$ cat config.mk
export PLATFORM = sky130hd
export DESIGN_NAME = data_mem_ctrl
export DESIGN_NICKNAME = d
export VERILOG_FILES = /design/src/rtl/data_mem_ctrl.sv
export SDC_FILE = /design/constraint.sdc
export NUM_CORES = 2
export LEC_CHECK = 0
export CAP_MARGIN = 5
export CORE_ASPECT_RATIO = 1.5
export CORE_MARGIN = 2
export CORE_UTILIZATION = 54
export DETAILED_ROUTE_END_ITERATION = 8
export HOLD_SLACK_MARGIN = 0.02
export PLACE_DENSITY = 0.7
export SLEW_MARGIN = 20
export SYNTH_ARGS = -nofsm -noshare
export SYNTH_HDL_FRONTEND = slang
export SYNTH_SLANG_ARGS = --single-unit
$ cat constraint.sdc
create_clock -name clk -period 19.4 [get_ports clk]
set_clock_uncertainty 0.05 [all_clocks]
set_input_delay 3.88 -clock clk [delete_from_list [all_inputs] [get_ports clk]]
set_output_delay 3.88 -clock clk [all_outputs]
set_load 0.005 [all_outputs]
$ cat src/rtl/data_mem_ctrl.sv
// Single-port data RAM with a valid/ready request port, a registered read response and a zero-fill sweep after reset.
// Optional stored even parity per word is enabled by defining DATA_MEM_PARITY_EN.
module data_mem_ctrl #(
    parameter int DATA_W = 8,
    parameter int ADDR_W = 8,
    parameter int DEPTH  = 256
) (
    input  logic              clk,
    input  logic              rst,
    input  logic              req_valid,
    output logic              req_ready,
    input  logic              req_write,
    input  logic [ADDR_W-1:0] req_addr,
    input  logic [DATA_W-1:0] req_wdata,
    output logic              rsp_valid,
    output logic [DATA_W-1:0] rsp_rdata,
    output logic              rsp_err,
    output logic              busy
);
    // state    | meaning
    // ST_CLEAR | zero-fill sweep, one word per cycle, requests blocked
    // ST_IDLE  | sweep done, one request accepted per cycle

    localparam int PTR_W = (DEPTH > 1) ? $clog2(DEPTH) : 1;
    localparam logic [PTR_W-1:0]  LAST_PTR  = PTR_W'(DEPTH - 1);
    localparam logic [ADDR_W:0]   DEPTH_EXT = (ADDR_W + 1)'(DEPTH);

    typedef enum logic {ST_CLEAR, ST_IDLE} state_t;

    state_t            state, state_nxt;
    logic [PTR_W-1:0]  ptr, ptr_nxt;
    logic [PTR_W-1:0]  addr_idx;
    logic              accept;
    logic              in_range;
    logic              rd_err;
    logic [DATA_W-1:0] mem [DEPTH];

    // One extra address bit so DEPTH == 2**ADDR_W makes every address in range.
    assign in_range = {1'b0, req_addr} < DEPTH_EXT;
    assign addr_idx = req_addr[PTR_W-1:0];
    assign accept   = req_valid && req_ready;

    always_ff @(posedge clk) begin
        if (rst) begin
            state <= ST_CLEAR;
            ptr   <= '0;
        end else begin
            state <= state_nxt;
            ptr   <= ptr_nxt;
        end
    end

    always_comb begin
        state_nxt = state;
        ptr_nxt   = ptr;
        req_ready = 1'b0;
        busy      = 1'b0;
        case (state)
            ST_CLEAR: begin
                busy    = 1'b1;
                ptr_nxt = ptr + PTR_W'(1);
                if (ptr == LAST_PTR) begin
                    state_nxt = ST_IDLE;
                    ptr_nxt   = '0;
                end
            end
            ST_IDLE: begin
                req_ready = 1'b1;
            end
        endcase
    end

    always_ff @(posedge clk) begin
        if (!rst) begin
            if (state == ST_CLEAR)
                mem[ptr] <= '0;
            else if (accept && req_write && in_range)
                mem[addr_idx] <= req_wdata;
        end
    end

`ifdef DATA_MEM_PARITY_EN
    logic par_mem [DEPTH];

    // Zero parity is the correct even parity for the zero words written by the sweep.
    always_ff @(posedge clk) begin
        if (!rst) begin
            if (state == ST_CLEAR)
                par_mem[ptr] <= 1'b0;
            else if (accept && req_write && in_range)
                par_mem[addr_idx] <= ^req_wdata;
        end
    end

    assign rd_err = !in_range || ((^mem[addr_idx]) != par_mem[addr_idx]);
`else
    assign rd_err = !in_range;
`endif

    always_ff @(posedge clk) begin
        if (rst) begin
            rsp_valid <= 1'b0;
            rsp_err   <= 1'b0;
            rsp_rdata <= '0;
        end else begin
            rsp_valid <= accept && !req_write;
            rsp_err   <= accept && (req_write ? !in_range : rd_err);
            if (accept && !req_write)
                rsp_rdata <= in_range ? mem[addr_idx] : '0;
        end
    end

endmodule

[Word-level counts from Yosys, hierarchy flattened]
Memory sizes are Yosys's and may differ from the RTL's. A register that Yosys moved wholly into a read port is not among the register bits.
Index checks and enable logic that the tools add are counted.
Storage, ports and cells
  register bits: 10
  bits in writable memories: 2048
  bits of input ports: 20
  output and inout bits: 12
  logic and storage cells: 25
  memories kept: 1
Operators by class
  add/sub/neg operators: 1
  eq/ne operators: 1
  multiplexer cells: 14
  reduce and logical (&&, ||, !) cells: 5
Memory list
  mem: words 256, width 8, rd ports 1, clocked after Yosys merged registers in 1, wr ports 1, RTL line 36  | logic [DATA_W-1:0] mem [DEPTH];
Operators with widths (number)
  $mux 8: 3
  $mux 1: 11
  $add 8x1->8 const B: 1
  $eq 8x8->1 const B: 1
  $reduce_or 8->1: 1
  $logic_and 1x1->1: 3
  $logic_not 1->1: 1

[Depth between registers and ports, before layout]
  depth after elaboration: 9
  mapped depth: 12

[Worst setup path before layout]
No wires, ideal clock.
  path kind: input -> register
  from: in rst
  to: mem mem[0][0] (data pin)
  arrival time: 7.952 ns
  data required time: 18.481 ns
  setup slack: 10.528 ns
  stages: 4
  cells stage by stage: buf_2 -> nor3b_4 -> clkbuf_1 -> and2_1
Between the ends
  cells in the longest elaborated chain, start to end: 4
Ends and longest elaborated chain
  start, declared: RTL line 9  | input logic rst,
  $mux 1: RTL line 74  | if (!rst) begin
  $mux 1 (implied by the code): RTL line 78  | mem[addr_idx] <= req_wdata;
  $reduce_or 8->1 (no line)
  $mux 8 (no line)
  end, declared: RTL line 36
No other way between the ends.

==> metrics <==
status=finished, final reports clean; Via Count=40100; Synth Cell Area=0.0810 mm²; Worst setup EP type=register; Die Ht=478 µm; setup violators final=0; commonest non-fill, non-tap cell in the layout=edfxtp_1; Distinct cells, synth=60; io pins=32; post-cts resize count=0; post-route design area=0.0887 mm²; commonest non-fill, non-tap cells in the layout=edfxtp_1, mux2i_1, mux4_2; Syn Inst Count=4072; die area=0.153 mm²; Post-CTS Hold Buffers=0; vias in the first global route=40300; Least-Margin Pin Slew=1250 ps; Maximum Capacitance Violations=0; Final WS setup=11310 ps; CTS buffer count=172; Power Dens Cells=97.1 mW/mm²; Worst setup SP type=input pin; VDD IR-drop max=92.2 µV; Post CTS Setup Buffer Count=0; Num Clock Sinks=2066; syn_nets=4093; Yosys warning total=0; antenna-violating nets left=0; HP Class=reg -> reg; row count=174; Root Buffer=clkbuf_16; DR pass1 iterations=5; Async S/R FF share, synth=0%; Slew HR=16.7%; via/cell ratio=6.49; Highest Clock Rate=124 MHz; Filler cells=10500; Iter 0 DRT Violations=4831; Final min period=8090 ps; Core Box Area=0.149 mm²; Leak=0.0324 µW; Total GRT Usage=25.8%; WS Path Type=in -> reg; drc violations=0; Skew-Pair Late Insertion Delay=800 ps; Final Hold Fails=0; Area growth syn-to-layout=9.55%; unrepaired setup endpoints after global routing=no; placed cell areas=0.0830 mm²; placer congestion estimate=0.911; largest net degree at the start of global routing=210; Critical Path Fanout Max=138; EDFF count, synth=2048; Seq/Total Area, Yosys=76.4%; pre-CTS WS=10450 ps; setup TNS=0 ps; dpl hpwl=120000 µm; first-pass GRT wire length=283000 µm; critical path arrival=8760 ps; initial antenna violation count=2; Avg WL per Cell=31.9 µm; Final Max Slew Viols=0; H-tree Lvls=4; die width=320 µm; global route overflow=0; Initial Util=54.2%; Crit path required time=20070 ps; Yosys reg bits=2066; Post-Route WL=197000 µm; Post-Syn Area per Cell=19.9 µm²; clk slew on worst S/H paths=70 ps; PortBufs=30; clock tree buffer depth=3; fin crit share=41.7%; Nets=4131; CTS tree=done; Synth Flop Type=edfxtp_1; share of cells above drive strength 1=17.1%
==> layer usage <==
| layer | wire [µm] | GRT usage, % |
|---|---|---|
| met1 | 71000 | 32.0 |
| met2 | 102000 | 44.6 |
| met3 | 13200 | 3.47 |
| met4 | 11100 | 13.0 |
| met5 | 13 | 0 |
==> where the power goes <==
| group | leakage (µW) | total (µW) | internal [µW] | switching (µW) |
|---|---|---|---|---|
| Combinational | 0.00632 | 265 | 91.6 | 174 |
| Clock | 0.00273 | 3520 | 1950 | 1570 |
| Sequential | 0.0233 | 4830 | 4830 | 2.01 |
| Total | 0.0324 | 8610 | 6870 | 1740 |
==> cell usage after synthesis, types with 4 or more instances <==
| library cell | n | share of area [%] |
|---|---|---|
| a211oi_1 | 45 | 0.42 |
| a21oi_1 | 38 | 0.23 |
| a22o_1 | 18 | 0.19 |
| a22oi_1 | 146 | 1.4 |
| and2_1 | 34 | 0.26 |
| and3_1 | 7 | 0.054 |
| and4b_1 | 4 | 0.049 |
| buf_1 | 11 | 0.051 |
| buf_12 | 4 | 0.099 |
| buf_2 | 45 | 0.28 |
| buf_4 | 23 | 0.21 |
| buf_6 | 45 | 0.63 |
| buf_8 | 12 | 0.22 |
| clkbuf_1 | 109 | 0.51 |
| dfxtp_1 | 18 | 0.45 |
| edfxtp_1 | 2048 | 76 |
| mux2_2 | 35 | 0.49 |
| mux2i_1 | 397 | 4.9 |
| mux4_2 | 322 | 9.0 |
| nand2_1 | 72 | 0.33 |
| nand2b_1 | 5 | 0.039 |
| nand3_1 | 38 | 0.23 |
| nand3b_1 | 10 | 0.093 |
| nand4_1 | 41 | 0.32 |
| nor2_1 | 279 | 1.3 |
| nor2b_1 | 5 | 0.039 |
| nor3_1 | 13 | 0.080 |
| nor4_1 | 9 | 0.070 |
| nor4bb_1 | 7 | 0.087 |
| o211ai_1 | 8 | 0.074 |
| o21a_1 | 7 | 0.065 |
| o21ai_0 | 31 | 0.19 |
| o21ai_1 | 5 | 0.031 |
| o221ai_1 | 62 | 0.67 |
| o22ai_1 | 56 | 0.43 |
| o311ai_1 | 7 | 0.076 |
| o31ai_1 | 19 | 0.18 |
==> final cells by class <==
cell class	count	area (µm²)	area share [%]
Timing Repair Buffer	113	1040	1.18
Clock inverter	100	960	1.08
Tap cell	1936	2420	2.73
Antenna cell	2	5.00	0.00564
Inverter	5	21.3	0.0240
Clock buffer	207	4690	5.29
Sequential cell	2066	61900	69.7
Multi-Input combinational cell	1752	17700	20.0
==> per-stage QoR <==
| step | util, % | hold WS, ps | total power [µW] | instances |
|---|---|---|---|---|
| 2_1_floorplan | - | 417 | 5110 | 4072 |
| 3_3_place_gp | 55.5 | 527 | 5190 | 5870 |
| 3_5_place_dp | 55.6 | 533 | 5190 | 5870 |
| 4_1_cts | 59.3 | 543 | 8640 | 6177 |
| 5_1_grt | 59.4 | 564 | 8800 | 6180 |
| 6_report | 59.4 | 574 | 8610 | 6181 |
==> final timing paths <==
kind | from | end | slack (ps) | depth (start not counted)
worst min-delay path | rsp_rdata[7] | rsp_rdata[7] | 570 | 2
worst max register to register | state | mem[107][4] | 14760 | 6
worst max-delay path | req_addr[0] | rsp_rdata[4] | 11310 | 10
worst min register to register | rsp_rdata[7] | rsp_rdata[7] | 570 | 2
==> kinds of logic (layout without fill, tap and decap cells) <==
| group | count (synthesis) | count (layout) | synth area share, % |
|---|---|---|---|
| flops | 2066 | 2066 | 76.4 |
| mux | 754 | 754 | 14.4 |
| simple gates | 539 | 539 | 3.13 |
| compound gates | 451 | 451 | 4.02 |
| buf+inv | 254 | 425 | 2.02 |
| xor+xnor | 6 | 6 | 0.0649 |
| fa+ha+maj | 1 | 1 | 0.0155 |
| other cells | 1 | 3 | 0.00463 |
==> sequential cells by signal (all words and copies together), names as in the netlist <==
name and count:
rsp_valid 1, state 1, mem 2048, rsp_rdata 8
ptr 8
==> critical path, stage by stage <==
cell,delay (ps)
buf_8,480
buf_4,810
buf_12,650
buf_4,880
mux2i_1,160
a22oi_1,240
nand4_1,200
o21ai_0,810
nand4_1,210
o211ai_1,130
Note: power is estimated with default switching activity, not from simulation.
